$ cat src/rtl/command_encoder.sv
// command_encoder: serialises one drawing command per handshake onto the
// 8-bit command link, one byte per clock, with decoder guard/gap bytes.
// Ports:
//   clk        in  1  rising-edge clock
//   rst        in  1  async active-high reset
//   cmd_valid  in  1  command present
//   cmd_ready  out 1  accepting (IDLE only)
//   cmd_op     in  2  00 NOOP 01 PIXEL/CLEAR 10 LINE 11 RECT
//   cmd_x1     in  3  x1 (x1==7 with op 01 is CLEAR)
//   cmd_y1     in  3  y1
//   cmd_p2     in  3  x2 / width
//   cmd_p3     in  3  y2 / height
//   tx_byte    out 8  registered link byte
//   tx_busy    out 1  frame (incl. guard/gap) in progress
//   frame_done out 1  high on the last byte of a frame
module command_encoder #(
   parameter int IDLE_GAP = 0
) (
   input  logic       clk,
   input  logic       rst,
   input  logic       cmd_valid,
   output logic       cmd_ready,
   input  logic [1:0] cmd_op,
   input  logic [2:0] cmd_x1,
   input  logic [2:0] cmd_y1,
   input  logic [2:0] cmd_p2,
   input  logic [2:0] cmd_p3,
   output logic [7:0] tx_byte,
   output logic       tx_busy,
   output logic       frame_done
);

   typedef enum logic [2:0] {
      S_IDLE,
      S_START,
      S_X1,
      S_Y1,
      S_P2,
      S_P3,
      S_GUARD,
      S_GAP
   } state_t;

   localparam logic [1:0] OP_NOOP = 2'b00;
   localparam logic [1:0] OP_PIX  = 2'b01;
   localparam bit HAS_GAP = (IDLE_GAP > 0);
   localparam logic [3:0] GAP_LAST =
      4'((IDLE_GAP > 0) ? IDLE_GAP - 1 : 0);
   // Where a frame goes once its last real byte is out.
   localparam state_t S_AFTER = HAS_GAP ? S_GAP : S_IDLE;

   state_t     state_q;
   state_t     state_d;
   logic [1:0] op_q;
   logic [2:0] x1_q;
   logic [2:0] y1_q;
   logic [2:0] p2_q;
   logic [2:0] p3_q;
   logic [3:0] gap_q;
   logic [7:0] byte_d;
   logic       accept;
   logic       is_clear;

   function automatic logic [7:0] param_byte(
      input logic [2:0] v
   );
      return {3'b000, v, 2'b00};
   endfunction

   assign accept   = cmd_valid && cmd_ready;
   assign is_clear = (x1_q == 3'd7);

   // State register and registered link byte.
   always_ff @(posedge clk or posedge rst) begin
      if (rst) begin
         state_q <= S_IDLE;
         tx_byte <= 8'h00;
      end else begin
         state_q <= state_d;
         tx_byte <= byte_d;
      end
   end

   // Command capture: later input changes are ignored.
   always_ff @(posedge clk or posedge rst) begin
      if (rst) begin
         op_q <= 2'b00;
         x1_q <= 3'd0;
         y1_q <= 3'd0;
         p2_q <= 3'd0;
         p3_q <= 3'd0;
      end else if (accept) begin
         op_q <= cmd_op;
         x1_q <= cmd_x1;
         y1_q <= cmd_y1;
         p2_q <= cmd_p2;
         p3_q <= cmd_p3;
      end
   end

   // Gap counter: loaded on GAP entry, counts down to the last gap byte.
   always_ff @(posedge clk or posedge rst) begin
      if (rst) begin
         gap_q <= 4'd0;
      end else if (state_d == S_GAP && state_q != S_GAP) begin
         gap_q <= GAP_LAST;
      end else if (state_q == S_GAP && gap_q != 4'd0) begin
         gap_q <= gap_q - 4'd1;
      end
   end

   // Next-state logic.
   always_comb begin
      state_d = state_q;
      unique case (state_q)
         S_IDLE: begin
            if (accept) state_d = S_START;
         end
         S_START: state_d = S_X1;
         S_X1: begin
            if (op_q == OP_NOOP) begin
               state_d = S_AFTER;
            end else if (op_q == OP_PIX && is_clear) begin
               state_d = S_GUARD;
            end else begin
               state_d = S_Y1;
            end
         end
         S_Y1: begin
            if (op_q == OP_PIX) state_d = S_GUARD;
            else state_d = S_P2;
         end
         S_P2:    state_d = S_P3;
         S_P3:    state_d = S_GUARD;
         S_GUARD: state_d = S_AFTER;
         S_GAP: begin
            if (gap_q == 4'd0) state_d = S_IDLE;
         end
         default: state_d = S_IDLE;
      endcase
   end

   // Output logic. START is only entered from IDLE on accept,
   // so its op comes straight from the input being captured.
   always_comb begin
      byte_d = 8'h00;
      unique case (state_d)
         S_START: byte_d = {1'b1, cmd_op, 5'b00000};
         S_X1: begin
            if (op_q == OP_NOOP) byte_d = 8'h00;
            else byte_d = param_byte(x1_q);
         end
         S_Y1:    byte_d = param_byte(y1_q);
         S_P2:    byte_d = param_byte(p2_q);
         S_P3:    byte_d = param_byte(p3_q);
         default: byte_d = 8'h00;
      endcase
   end

   always_comb begin
      cmd_ready = (state_q == S_IDLE) && !rst;
      tx_busy   = (state_q != S_IDLE);
      if (HAS_GAP) begin
         frame_done = (state_q == S_GAP) && (gap_q == 4'd0);
      end else begin
         frame_done = (state_q == S_GUARD) ||
                      (state_q == S_X1 && op_q == OP_NOOP);
      end
   end

endmodule
$ cat config.mk
export PLATFORM = sky130hd
export DESIGN_NAME = command_encoder
export DESIGN_NICKNAME = d
export VERILOG_FILES = /design/src/rtl/command_encoder.sv
export SDC_FILE = /design/constraint.sdc
export NUM_CORES = 1
export LEC_CHECK = 0
export ABC_AREA = 1
export BUFFER_PORTS_ARGS = -buffer_cell sky130_fd_sc_hd__buf_2
export CORE_AREA = 2 2 54 51
export DETAILED_ROUTE_END_ITERATION = 10
export DIE_AREA = 0 0 56 53
export PLACE_DENSITY = 0.8
export SYNTH_ARGS = -nofsm -noshare
export SYNTH_HDL_FRONTEND = slang
export SYNTH_SLANG_ARGS = --single-unit
$ cat constraint.sdc
create_clock -name clk -period 3.8 [get_ports clk]
set_input_delay 0.76 -clock clk [delete_from_list [all_inputs] [get_ports clk]]
set_output_delay 0.76 -clock clk [all_outputs]
set_load 0.02 [all_outputs]
==> results.json <==
{
  "fmax_mhz": 440,
  "cts_htree_levels": 1,
  "later_pin_clock_latency_in_the_skew_report_ns": 0.32,
  "design.portCount": 28,
  "finish.utilization_pct": 60.2,
  "synth.avg_cell_area_um2": 8.57,
  "maxSlewHeadroom_pct": 34.1,
  "setup_viol": 0,
  "part_of_the_total_power_dissipated_in_sequential_elements_pct": 48.2,
  "detailroute.via_count": 969,
  "cp-start-kind": "flop",
  "cts.hold.buffers_added": 0,
  "mostFrequentLayoutCell": "sky130_fd_sc_hd__nand2_1",
  "post-route-period-util_pct": 59.7,
  "grt_max_degree": 28,
  "layout_min_cycle_time_ns": 2.27,
  "globalRouteOverflowTotal": 0,
  "synth-xor-area-share_pct": 2.06,
  "p_per_area_nw_per_um2": 642,
  "numClockSinks": 27,
  "post_synthesis_instance_area_um2": 1280,
  "synth-compound-area-share_pct": 4.02,
  "numCtsBuffers": 3,
  "post_synth_and_or_nand_nor_area_fraction_pct": 31.1,
  "total_die_area_um2": 2970,
  "p_sw_mw": 0.377,
  "worstPathRequired_ns": 3.04,
  "grt_antenna_before_repair": 0,
  "grt_pass1_vias": 870,
  "finalHoldViolations": 0,
  "route.detailed.drc": 0,
  "p_leak_nw": 0.811,
  "first_pass_iters": 4,
  "min_path_type": "reg -> reg",
  "via_per_inst": 4.77,
  "synth.area.mux_share_pct": 0,
  "swShare_pct": 41.0,
  "dr.first_iter.drc_count": 25,
  "crit_path_end_kind": "primary output",
  "postSynthRegisterBits": 27,
  "die_h_um": 53,
  "share_of_layout_cells_above_drive_strength_1_pct": 23.4,
  "wl_per_cell_um": 10.7,
  "rr_worst_depth": 6,
  "cells_after_synthesis": 149,
  "num_antenna_cells": 0,
  "post_cts_buffers": 0,
  "worstSetupPathType": "reg -> out",
  "numPortBuffers": 25,
  "finalNetCount": 194,
  "floorplan.initialDensity_pct": 53.6,
  "cp_max_fo": 4,
  "synth.yosys.seq_area_share_pct": 52.9,
  "total_power_after_layout_mw": 0.920,
  "ys_types": 26,
  "final.setup.tns_ns": 0,
  "setup_repair_after_global_routing_missed_its_margin": "no",
  "layout.cells.most_common_list": "sky130_fd_sc_hd__nand2_1 (52), sky130_fd_sc_hd__dfrtp_1 (27), sky130_fd_sc_hd__buf_2 (25)",
  "clk_transition_reported_paths_ns": 0.15,
  "result_of_the_run": "completed",
  "cts_resized": 0,
  "core_area_um2": 2380,
  "grt.total_usage_pct": 16.4,
  "grt_first_pass_wirelength_mm": 3.72,
  "worst-endpoint-arrival_ns": 1.51,
  "dp_hpwl_mm": 1.66,
  "setup_slack_ns": 1.53,
  "flow.area_growth_from_synthesis_pct": 12.2,
  "finalMaxSlewViolations": 0,
  "cts_tree": "done",
  "die_width_um": 56,
  "routabilityCongestion": 0.771,
  "cts_max_path_buffers": 2,
  "maxCapViolCount": 0,
  "pre_cts_setup_slack_ns": 1.67,
  "p_clk_share_pct": 13.6,
  "drt.antenna.violating_nets": 0,
  "ys_warnings": 0,
  "drt-total-wl_mm": 2.17,
  "power.combinational.fraction_pct": 38.2,
  "power.internal_mw": 0.543,
  "clockRootBuffer": "sky130_fd_sc_hd__clkbuf_4",
  "measured_slew_at_the_worst_slew_check_pin_ns": 0.988,
  "dominant_combinational_cell_family_by_area_after_synthesis": "simple AND/OR/NAND/NOR gates",
  "placement_rows": 17,
  "worst_clock_skew_ns": 0.00541,
  "hold_depth": 1,
  "synth-adder-area-share_pct": 0.979,
  "worst_vdd_rail_ir_drop_mv": 0.431
}
==> critical path: stages, from the launching register on <==
cell	delay, ns
sky130_fd_sc_hd__dfrtp_1	0.41
sky130_fd_sc_hd__nor2_1	0.19
sky130_fd_sc_hd__inv_1	0.12
sky130_fd_sc_hd__a211oi_1	0.25
sky130_fd_sc_hd__buf_2	0.21
==> power by group through the flow <==
stage / sequential [mW] / combinational [mW] / clock, mW
after CTS: 0.443 / 0.356 / 0.128
final: 0.443 / 0.352 / 0.125
after global placement: 0.448 / 0.342 / 0
after detailed placement: 0.450 / 0.355 / 0
after global routing: 0.456 / 0.402 / 0.142
after floorplan: 0.450 / 0.269 / 0
==> cell families (layout without fill, tap and decap cells) <==
| kind of cell | Yosys count | in the layout |
|---|---|---|
| other | 1 | 2 |
| adders and majority gates | 1 | 1 |
| AOI/OAI and AO/OA | 8 | 8 |
| DFF | 27 | 27 |
| buffers and inverters | 22 | 47 |
| and+or+nand+nor | 87 | 87 |
| xor gates and xnor gates | 3 | 3 |
==> state kept, by name, indices dropped and copies added (netlist names) <==
register	cells
state_q	3
y1_q	3
x1_q	3
gap_q	4
p3_q	3
tx_byte	6
p2_q	3
op_q	2
==> metal layers <==
layer / part of all wire (%) / track usage (%)
met4: 0.60 / 2.38
met3: 4.6 / 5.13
met5: 0 / 0
met2: 47 / 28.2
met1: 48 / 21.0
==> worst paths after layout <==
check,startpoint,to,slack (ns)
max,op_q[1],frame_done,1.53
min,gap_q[3],gap_q[3],0.49
max reg2reg,state_q[1],tx_byte[3],1.95
min reg2reg,gap_q[3],gap_q[3],0.49
max in group asynchronous,rst,tx_byte[4],2.53
min in group asynchronous,rst,tx_byte[5],0.68
==> synthesized netlist by cell type <==
cell type / instances / share of area, %
sky130_fd_sc_hd__nor3b_4: 1 / 1.5
sky130_fd_sc_hd__nand3b_1: 1 / 0.59
sky130_fd_sc_hd__inv_1: 14 / 4.1
sky130_fd_sc_hd__nand3_4: 1 / 1.4
sky130_fd_sc_hd__dfrtp_1: 27 / 53
sky130_fd_sc_hd__nand2_1: 52 / 15
sky130_fd_sc_hd__o21bai_1: 1 / 0.59
sky130_fd_sc_hd__nor3_1: 1 / 0.39
sky130_fd_sc_hd__a21oi_1: 3 / 1.2
sky130_fd_sc_hd__nor2_4: 1 / 0.88
sky130_fd_sc_hd__buf_6: 2 / 1.8
sky130_fd_sc_hd__nor2_1: 15 / 4.4
sky130_fd_sc_hd__nor4_2: 1 / 0.98
sky130_fd_sc_hd__o21ai_0: 2 / 0.78
sky130_fd_sc_hd__conb_1: 1 / 0.29
sky130_fd_sc_hd__a211oi_1: 1 / 0.59
sky130_fd_sc_hd__buf_4: 2 / 1.2
sky130_fd_sc_hd__inv_4: 2 / 0.98
sky130_fd_sc_hd__xor2_1: 2 / 1.4
sky130_fd_sc_hd__xnor2_1: 1 / 0.69
sky130_fd_sc_hd__nand2_2: 1 / 0.49
sky130_fd_sc_hd__ha_1: 1 / 0.98
sky130_fd_sc_hd__nor2_2: 2 / 0.98
sky130_fd_sc_hd__inv_2: 2 / 0.59
sky130_fd_sc_hd__o21bai_2: 1 / 0.88
sky130_fd_sc_hd__nand3_1: 11 / 4.3
==> final cells by class <==
type	instances	area, um^2
tap	28	35.0
timing repair buffer	25	125
multi-input combinational	101	495
sequential	27	676
fill	214	948
clock buffer	3	22.5
clock inverter	1	7.51
inverter	18	72.6
==> metrics by stage <==
step / instances / area, um^2 / hold WS [ns]
after floorplan: 150 / 1280 / 0.442
after global placement: 199 / 1400 / 0.459
after detailed placement: 199 / 1400 / 0.467
after CTS: 203 / 1430 / 0.489
after global routing: 203 / 1430 / 0.526
final: 203 / 1430 / 0.485
No activity file was read; power rests on OpenSTA's default activity.
